`src/rtl/axi_rd_arbiter_pkg.sv`:
```
// Shared definitions for the AXI read arbiter and its round-robin picker:
// FSM encodings, AXI burst/response constants and a clog2 helper.
package axi_rd_arbiter_pkg;

  typedef enum logic [1:0] {
    ST_IDLE = 2'd0,
    ST_ADDR = 2'd1,
    ST_DATA = 2'd2
  } state_t;

  localparam logic [1:0] BURST_INCR = 2'b01;
  localparam logic [1:0] RESP_OKAY  = 2'b00;

  function automatic int clog2(input int v);
    int r;
    r = 0;
    while ((1 << r) < v) r++;
    return r;
  endfunction

endpackage

```
`src/rtl/axi_rd_arbiter_rr_arbiter.sv`:
```
// Combinational round-robin pick: first requester strictly after i_last,
// wrapping around. Shared between the read and write arbiters.
module rr_arbiter #(
  parameter int N     = 4,
  parameter int IDX_W = 2
) (
  input  logic [N-1:0]     i_req,
  input  logic [IDX_W-1:0] i_last,
  output logic [N-1:0]     o_gnt,
  output logic [IDX_W-1:0] o_idx,
  output logic             o_any
);

  // Scan from i_last+1 upward; the first hit wins, so i_last itself is last.
  always_comb begin
    o_gnt = '0;
    o_idx = '0;
    o_any = 1'b0;
    for (int k = 1; k <= N; k++) begin
      if (!o_any && i_req[(int'(i_last) + k) % N]) begin
        o_any                          = 1'b1;
        o_idx                          = IDX_W'((int'(i_last) + k) % N);
        o_gnt[(int'(i_last) + k) % N]  = 1'b1;
      end
    end
  end

endmodule

```
`src/rtl/axi_rd_arbiter.sv`:
```
// AXI4 read-port arbiter: NUM_MASTER requesters share one AR/R channel pair,
// one burst in flight, round-robin grant, sticky burst-length mismatch flag.
// Optional per-master grant counters are built when AXI_RD_ARB_STAT_EN is
// defined; otherwise stat_grant_cnt reads as zero.
module axi_rd_arbiter
  import axi_rd_arbiter_pkg::*;
#(
  parameter int NUM_MASTER        = 4,
  parameter int AXI_ID_BITWIDTH   = 4,
  parameter int AXI_ADDR_BITWIDTH = 30,
  parameter int AXI_LEN_BITWIDTH  = 8,
  parameter int AXI_DATA_BITWIDTH = 64,
  parameter int AXI_RESP_BITWIDTH = 2
) (
  input  logic                                    clk,
  input  logic                                    rst,
  input  logic [NUM_MASTER-1:0]                   req_valid,
  output logic [NUM_MASTER-1:0]                   req_ready,
  input  logic [NUM_MASTER*AXI_ADDR_BITWIDTH-1:0] req_addr,
  input  logic [NUM_MASTER*AXI_LEN_BITWIDTH-1:0]  req_len,
  output logic [NUM_MASTER-1:0]                   rsp_valid,
  input  logic [NUM_MASTER-1:0]                   rsp_ready,
  output logic [AXI_DATA_BITWIDTH-1:0]            rsp_data,
  output logic [AXI_RESP_BITWIDTH-1:0]            rsp_resp,
  output logic                                    rsp_last,
  output logic                                    len_err,
  output logic [NUM_MASTER*32-1:0]                stat_grant_cnt,
  output logic [AXI_ID_BITWIDTH-1:0]              m_axi_arid,
  output logic [AXI_ADDR_BITWIDTH-1:0]            m_axi_araddr,
  output logic [AXI_LEN_BITWIDTH-1:0]             m_axi_arlen,
  output logic [2:0]                              m_axi_arsize,
  output logic [1:0]                              m_axi_arburst,
  output logic                                    m_axi_arvalid,
  input  logic                                    m_axi_arready,
  input  logic [AXI_DATA_BITWIDTH-1:0]            m_axi_rdata,
  input  logic [AXI_RESP_BITWIDTH-1:0]            m_axi_rresp,
  input  logic                                    m_axi_rlast,
  input  logic                                    m_axi_rvalid,
  output logic                                    m_axi_rready
);

  localparam int IDX_W = clog2(NUM_MASTER);
  localparam int LEN_W = AXI_LEN_BITWIDTH;

  state_t                         r_state, w_state_nxt;
  logic [IDX_W-1:0]               r_grant, r_last_grant, w_pick_idx;
  logic [NUM_MASTER-1:0]          w_pick_gnt;
  logic                           w_pick_any;
  logic [AXI_ADDR_BITWIDTH-1:0]   r_addr, w_sel_addr;
  logic [LEN_W-1:0]               r_len, w_sel_len;
  // One extra bit so an overlong burst is still distinguishable from len.
  logic [LEN_W:0]                 r_beat_cnt;
  logic                           r_len_err;
  logic                           w_req_hs, w_beat_hs;

  rr_arbiter #(.N(NUM_MASTER), .IDX_W(IDX_W)) u_rr (
    .i_req  (req_valid),
    .i_last (r_last_grant),
    .o_gnt  (w_pick_gnt),
    .o_idx  (w_pick_idx),
    .o_any  (w_pick_any)
  );

  assign w_sel_addr = req_addr[int'(w_pick_idx)*AXI_ADDR_BITWIDTH +: AXI_ADDR_BITWIDTH];
  assign w_sel_len  = req_len[int'(w_pick_idx)*LEN_W +: LEN_W];
  assign w_req_hs   = (r_state == ST_IDLE) && w_pick_any;
  assign w_beat_hs  = (r_state == ST_DATA) && m_axi_rvalid && m_axi_rready;

  // State register.
  always_ff @(posedge clk) begin
    if (rst) r_state <= ST_IDLE;
    else     r_state <= w_state_nxt;
  end

  // Next state and handshake outputs; R channel is steered to the grantee.
  always_comb begin
    w_state_nxt   = r_state;
    req_ready     = '0;
    rsp_valid     = '0;
    m_axi_arvalid = 1'b0;
    m_axi_rready  = 1'b0;
    case (r_state)
      ST_IDLE: begin
        req_ready = w_pick_gnt;
        if (w_pick_any) w_state_nxt = ST_ADDR;
      end
      ST_ADDR: begin
        m_axi_arvalid = 1'b1;
        if (m_axi_arready) w_state_nxt = ST_DATA;
      end
      ST_DATA: begin
        rsp_valid[r_grant] = m_axi_rvalid;
        m_axi_rready       = rsp_ready[r_grant];
        if (m_axi_rvalid && rsp_ready[r_grant] && m_axi_rlast) w_state_nxt = ST_IDLE;
      end
      default: w_state_nxt = ST_IDLE;
    endcase
  end

  // Latch the accepted request, count beats, check length on rlast.
  always_ff @(posedge clk) begin
    if (rst) begin
      r_grant      <= '0;
      r_last_grant <= IDX_W'(NUM_MASTER - 1);
      r_addr       <= '0;
      r_len        <= '0;
      r_beat_cnt   <= '0;
      r_len_err    <= 1'b0;
    end else begin
      if (w_req_hs) begin
        r_grant    <= w_pick_idx;
        r_addr     <= w_sel_addr;
        r_len      <= w_sel_len;
        r_beat_cnt <= '0;
      end
      if (w_beat_hs) begin
        if (r_beat_cnt != '1) r_beat_cnt <= r_beat_cnt + {{LEN_W{1'b0}}, 1'b1};
        if (m_axi_rlast) begin
          if (r_beat_cnt != {1'b0, r_len}) r_len_err <= 1'b1;
          r_last_grant <= r_grant;
        end
      end
    end
  end

  assign m_axi_arid    = AXI_ID_BITWIDTH'(r_grant);
  assign m_axi_araddr  = r_addr;
  assign m_axi_arlen   = r_len;
  assign m_axi_arsize  = 3'(clog2(AXI_DATA_BITWIDTH / 8));
  assign m_axi_arburst = BURST_INCR;
  assign rsp_data      = m_axi_rdata;
  assign rsp_resp      = m_axi_rresp;
  assign rsp_last      = m_axi_rlast;
  assign len_err       = r_len_err;

`ifdef AXI_RD_ARB_STAT_EN
  logic [NUM_MASTER-1:0][31:0] r_stat;

  // Saturating count of accepted requests per master.
  always_ff @(posedge clk) begin
    if (rst) begin
      r_stat <= '0;
    end else begin
      for (int i = 0; i < NUM_MASTER; i++) begin
        if (req_valid[i] && req_ready[i] && (r_stat[i] != 32'hFFFF_FFFF))
          r_stat[i] <= r_stat[i] + 32'd1;
      end
    end
  end

  assign stat_grant_cnt = r_stat;
`else
  assign stat_grant_cnt = '0;
`endif

endmodule

```
`config.mk`:
```
export PLATFORM = sky130hd
export DESIGN_NAME = axi_rd_arbiter
export DESIGN_NICKNAME = d
export VERILOG_FILES = /design/src/rtl/axi_rd_arbiter_pkg.sv /design/src/rtl/axi_rd_arbiter_rr_arbiter.sv /design/src/rtl/axi_rd_arbiter.sv
export SDC_FILE = /design/constraint.sdc
export NUM_CORES = 1
export LEC_CHECK = 0
export BUFFER_PORTS_ARGS = -buffer_cell sky130_fd_sc_hd__buf_2
export CORE_AREA = 2 2 186 188
export CTS_CLUSTER_SIZE = 30
export DETAILED_ROUTE_END_ITERATION = 16
export DIE_AREA = 0 0 188 190
export PLACE_DENSITY = 0.55
export SLEW_MARGIN = 20
export SYNTH_ARGS = -nofsm -noshare
export SYNTH_HDL_FRONTEND = slang
export SYNTH_SLANG_ARGS = --single-unit
```
`constraint.sdc`:
```
create_clock -name clk -period 3.55 [get_ports clk]
set_input_delay 0.5325 -clock clk [delete_from_list [all_inputs] [get_ports clk]]
set_output_delay 0.5325 -clock clk [all_outputs]
set_load 0.005 [all_outputs]
```
==> results.md <==
Worst setup path:
- For the worst flop-to-flop path, the logic depth is 8.
- The kind of end point of the critical path is an output pin.
- By startpoint and endpoint, the worst setup path is classified as register to output pin.
- The critical-path maximum fanout is 8.
- On the critical path the largest part of the delay comes from multiplexers.
- The reg-to-reg critical path endpoint is m_axi_araddr[16].
- The kind of start point of the critical path is a register.
- The worst flop-to-flop path startpoint is r_last_grant[0].
- The worst register-to-register path has a setup slack of 310 ps.
- The critical path arrival is 2800 ps.
- The largest single stage delay on the critical path is 560 ps.
- The signal on the critical path passes through inv_1 > ha_1 > mux4_2 > nor2b_4 > a22oi_1 > nor2_1 > a221oi_1 > nor3_1 > buf_2.
- The critical path required time is 3020 ps.
- Together, buffers and inverters on the worst path number 2.
- The cell with the largest stage delay on the worst path is sky130_fd_sc_hd__mux4_2.

Timing:
- The worst hold slack is 468 ps.
- At the pin with the least slew margin, the transition time is 914 ps.
- The final number of max-transition violations came to 0.
- The worst path in the final design needs a cycle of 3330 ps, including I/O delays and setup.
- After layout, the worst path uses 93.8% of the clock period.
- The aggregate negative setup slack is 0 ps.
- Setup repair after global routing left no endpoint under its margin.
- For the final database, setup skew stands at 13.7 ps.
- Based on the critical path, the design can be clocked at up to 300 MHz.
- The headroom to the max-slew limit is 39.1%.
- The final-report hold violation count is 0.
- The final setup violation count is 0.

Yosys:
- The post-synthesis cell type with the largest combined area is sky130_fd_sc_hd__buf_4.
- The cell area after synthesis is 0.00623 mm^2.
- Counting flops with an async set or reset pin after synthesis yields a share of 0%.
- For this run, the number of Yosys warnings is 0.
- The main flop type after synthesis is sky130_fd_sc_hd__dfxtp_1.
- Each instance of the synthesized netlist takes up on average 7.74 um^2.
- By area the synthesized netlist is led by sky130_fd_sc_hd__buf_4 (24%), sky130_fd_sc_hd__dfxtp_1 (17%), sky130_fd_sc_hd__o221ai_1 (7.6%).
- Summing the sequential cell areas from Yosys gives 17.3% of the chip area.
- Counting flops and latches in the post-synthesis netlist gives 54.
- The number of enable flip-flop cells after synthesis is 0.
- The proportion of netlist area held by the largest area contributor is 24.4%.
- The count of different cell masters after synthesis is 44.
- The post-synthesis cell count is 805.

Floorplan:
- In this run the vertical extent of the chip is 190 um.
- The floorplan step set the die width to 188 um.
- Pin placement for this block handled 484 I/O pins.
- The floorplan has 68 rows.
- The initial utilization of the core area, before any placement, comes to 18.4%.
- The die covers 0.0357 mm^2.
- The total area inside the core boundary comes to 0.0339 mm^2.

Place:
- The half-perimeter wire length of the detailed placement result is 15200 um.
- The total of buffers placed on input and output ports is 216.
- The weighted congestion reported at the end of routability-driven placement is 0.754.

Detailed routing:
- After detailed routing, the average wire length per cell comes to 15.0 um.
- Before antenna repair, the detailed router went through 4 iterations.
- The violation count after the first detailed-routing iteration is 227.
- The vias per cell is 4.24.
- The post-detailed-route count of antenna-violating nets is 0.
- The aggregate routed wire length is 20500 um.
- The via count is 5791.
- In the routed design, unresolved DRC markers number 0.

Global routing:
- Across every metal layer, demand over resource in global routing totals 11.0%.
- Entering global routing, the biggest net connects 85 pins.
- The number of antenna violations at the first check in global routing is 1.
- The first global-routing pass estimated 30700 um of wire.
- Global routing finished with a remaining overflow of 0.
- The number of global-route vias before repair is 5393.

Clock network:
- The tree is rooted in a sky130_fd_sc_hd__clkbuf_16.
- The clock passes through at most 2 buffers.
- After clock tree synthesis, the setup repair step added 0 buffers.
- The worst-skew pair later-pin latency is 330 ps.
- Counting every sink on the clock net gives 54.
- The deepest level of the CTS H-tree is 2.
- The number of clock buffers inserted by TritonCTS is 5.
- The clock-pin slew on the worst setup and hold paths is 90 ps.
- TritonCTS built the clock tree.

Finish:
- The number of inserted diodes is 0.
- Cells with a size suffix above 1 make up 30.4% of the layout.
- The area growth from synthesis to layout is 10.9%.
- For this run, the share of the core covered by cells in the final layout is 20.4%.
- The filler cell count is 3840.
- After the last flow step, the layout net total stands at 1150.

Worst hold path:
- The number of cells on the worst hold path is 2.
- The startpoint identified for the worst hold timing path is m_axi_araddr[19].
- The endpoint of the worst hold-timing path is m_axi_araddr[19].
- The worst hold path belongs to the class register to register.

Power and ir drop:
- Dividing total power by cell area gives a power density of 299 mW/mm^2.
- In this run the static leakage power is 3.30 nW.
- IR analysis of the VDD net gives a maximum drop of 0.160 mV.

Status:
- The run finished with clean final reports.

Job:
- The number of max-cap violations is 0.
==> placed cells by master, fill, tap and decap left out, types with 3 or more instances in the layout <==
| cell type | n |
|---|---|
| sky130_fd_sc_hd__a211oi_1 | 3 |
| sky130_fd_sc_hd__and3_1 | 3 |
| sky130_fd_sc_hd__a221oi_1 | 4 |
| sky130_fd_sc_hd__a31oi_1 | 37 |
| sky130_fd_sc_hd__xor2_1 | 8 |
| sky130_fd_sc_hd__mux4_2 | 4 |
| sky130_fd_sc_hd__nor2_1 | 26 |
| sky130_fd_sc_hd__dfxtp_1 | 53 |
| sky130_fd_sc_hd__buf_4 | 12 |
| sky130_fd_sc_hd__a21oi_1 | 7 |
| sky130_fd_sc_hd__ha_1 | 10 |
| sky130_fd_sc_hd__nor3_1 | 45 |
| sky130_fd_sc_hd__nand3_1 | 3 |
| sky130_fd_sc_hd__a22oi_1 | 6 |
| sky130_fd_sc_hd__conb_1 | 135 |
| sky130_fd_sc_hd__nand3b_1 | 36 |
| sky130_fd_sc_hd__o21ai_0 | 38 |
| sky130_fd_sc_hd__mux2i_1 | 42 |
| sky130_fd_sc_hd__nand4_1 | 6 |
| sky130_fd_sc_hd__xnor2_1 | 4 |
| sky130_fd_sc_hd__clkbuf_16 | 5 |
| sky130_fd_sc_hd__o221ai_1 | 54 |
| sky130_fd_sc_hd__o221ai_2 | 20 |
| sky130_fd_sc_hd__inv_1 | 47 |
| sky130_fd_sc_hd__buf_2 | 216 |
| sky130_fd_sc_hd__nand2_1 | 47 |
| sky130_fd_sc_hd__nand2b_1 | 5 |
==> synth_stat cells, drive strengths merged, types with 3 or more instances <==
cell	n
mux4	5
dfxtp	54
nand2	49
nand4	6
xor2	8
nor2	28
mux2i	42
clkbuf	46
a22oi	6
a221oi	5
or3	3
nor2b	3
o21ai	38
ha	10
a21oi	7
nor3	45
a211oi	3
nand3b	36
nand2b	5
nand3	3
o221ai	74
a31oi	37
inv	47
and3	3
xnor2	4
buf	221
==> per-stage QoR <==
step	area [um^2]	power, W	std cells	setup WS, ps
2_1_floorplan	6730	0.00136	938	162
3_3_place_gp	6760	0.00149	1357	274
3_5_place_dp	6760	0.00151	1357	192
4_1_cts	6910	0.00211	1365	84.9
5_1_grt	6920	0.00221	1365	44.4
6_report	6920	0.00207	1365	221
==> logic make-up (layout without fill, tap and decap cells) <==
group,Yosys count,count (layout),share of synthesized area [%]
buffers and inverters,314,286,31.9
adder cells (fa/ha/maj),10,10,2.01
other,2,135,0.120
XOR/XNOR,12,12,1.69
flip-flops,54,54,17.3
AND/OR/NAND/NOR,186,186,15.4
multiplexers,48,48,8.73
AO/OA/AOI/OAI,179,179,22.9
==> layout make-up <==
class / instances / area, um^2 / share of cell area (%)
clock inverters: 3 / 26.3 / 0.380
inverters: 47 / 176 / 2.55
repair buffers: 231 / 1220 / 17.7
clock buffers: 5 / 125 / 1.81
well taps: 455 / 569 / 8.23
flip-flops and latches: 54 / 1080 / 15.7
multi-input cells: 570 / 3710 / 53.7
==> flip-flops by register name, summed over array words and instances, names as in the netlist <==
signal,cells
r_last_grant,2
r_grant,2
m_axi_araddr,30
m_axi_arlen,8
r_state,2
r_beat_cnt,9
len_err,1
==> worst max path at each step <==
stage                         start                to  slack, ps  cells past startpoint
detailed placement  r_last_grant[1]    m_axi_arlen[0]        190                      8
CTS                 r_last_grant[1]      req_ready[2]         80                      8
floorplan           r_last_grant[0]      req_ready[0]        160                     14
global route        r_last_grant[0]      req_ready[3]         40                      8
finish              r_last_grant[0]      req_ready[0]        220                      9
global placement    r_last_grant[0]  m_axi_araddr[28]        270                      8
==> metal layers <==
layer	GRT usage, %	wire (um)
met1	12.7	8260
met2	19.4	10100
met3	2.32	1330
met4	4.88	727
met5	0	13
==> where the power goes <==
| part | internal [W] | switching, W | leakage [nW] |
|---|---|---|---|
| combinational | 0.000322 | 0.000428 | 2.78 |
| sequential | 0.000680 | 0.0000590 | 0.444 |
| clock | 0.000271 | 0.000307 | 0.0748 |
==> worst reg2reg max path, cell delays in order (launching register included) <==
cell,delay [ps]
sky130_fd_sc_hd__dfxtp_4,350
sky130_fd_sc_hd__inv_1,100
sky130_fd_sc_hd__ha_1,440
sky130_fd_sc_hd__mux4_2,560
sky130_fd_sc_hd__or3_1,360
sky130_fd_sc_hd__o22ai_1,310
sky130_fd_sc_hd__or3_2,190
sky130_fd_sc_hd__buf_4,530
sky130_fd_sc_hd__o221ai_1,250
==> timing repair <==
item / CTS / global route
resized for setup: 0 / 2
endpoints found under the setup margin: 0 / 7
hold buffers: 0 / 0
(Power assumes the default switching activity.)
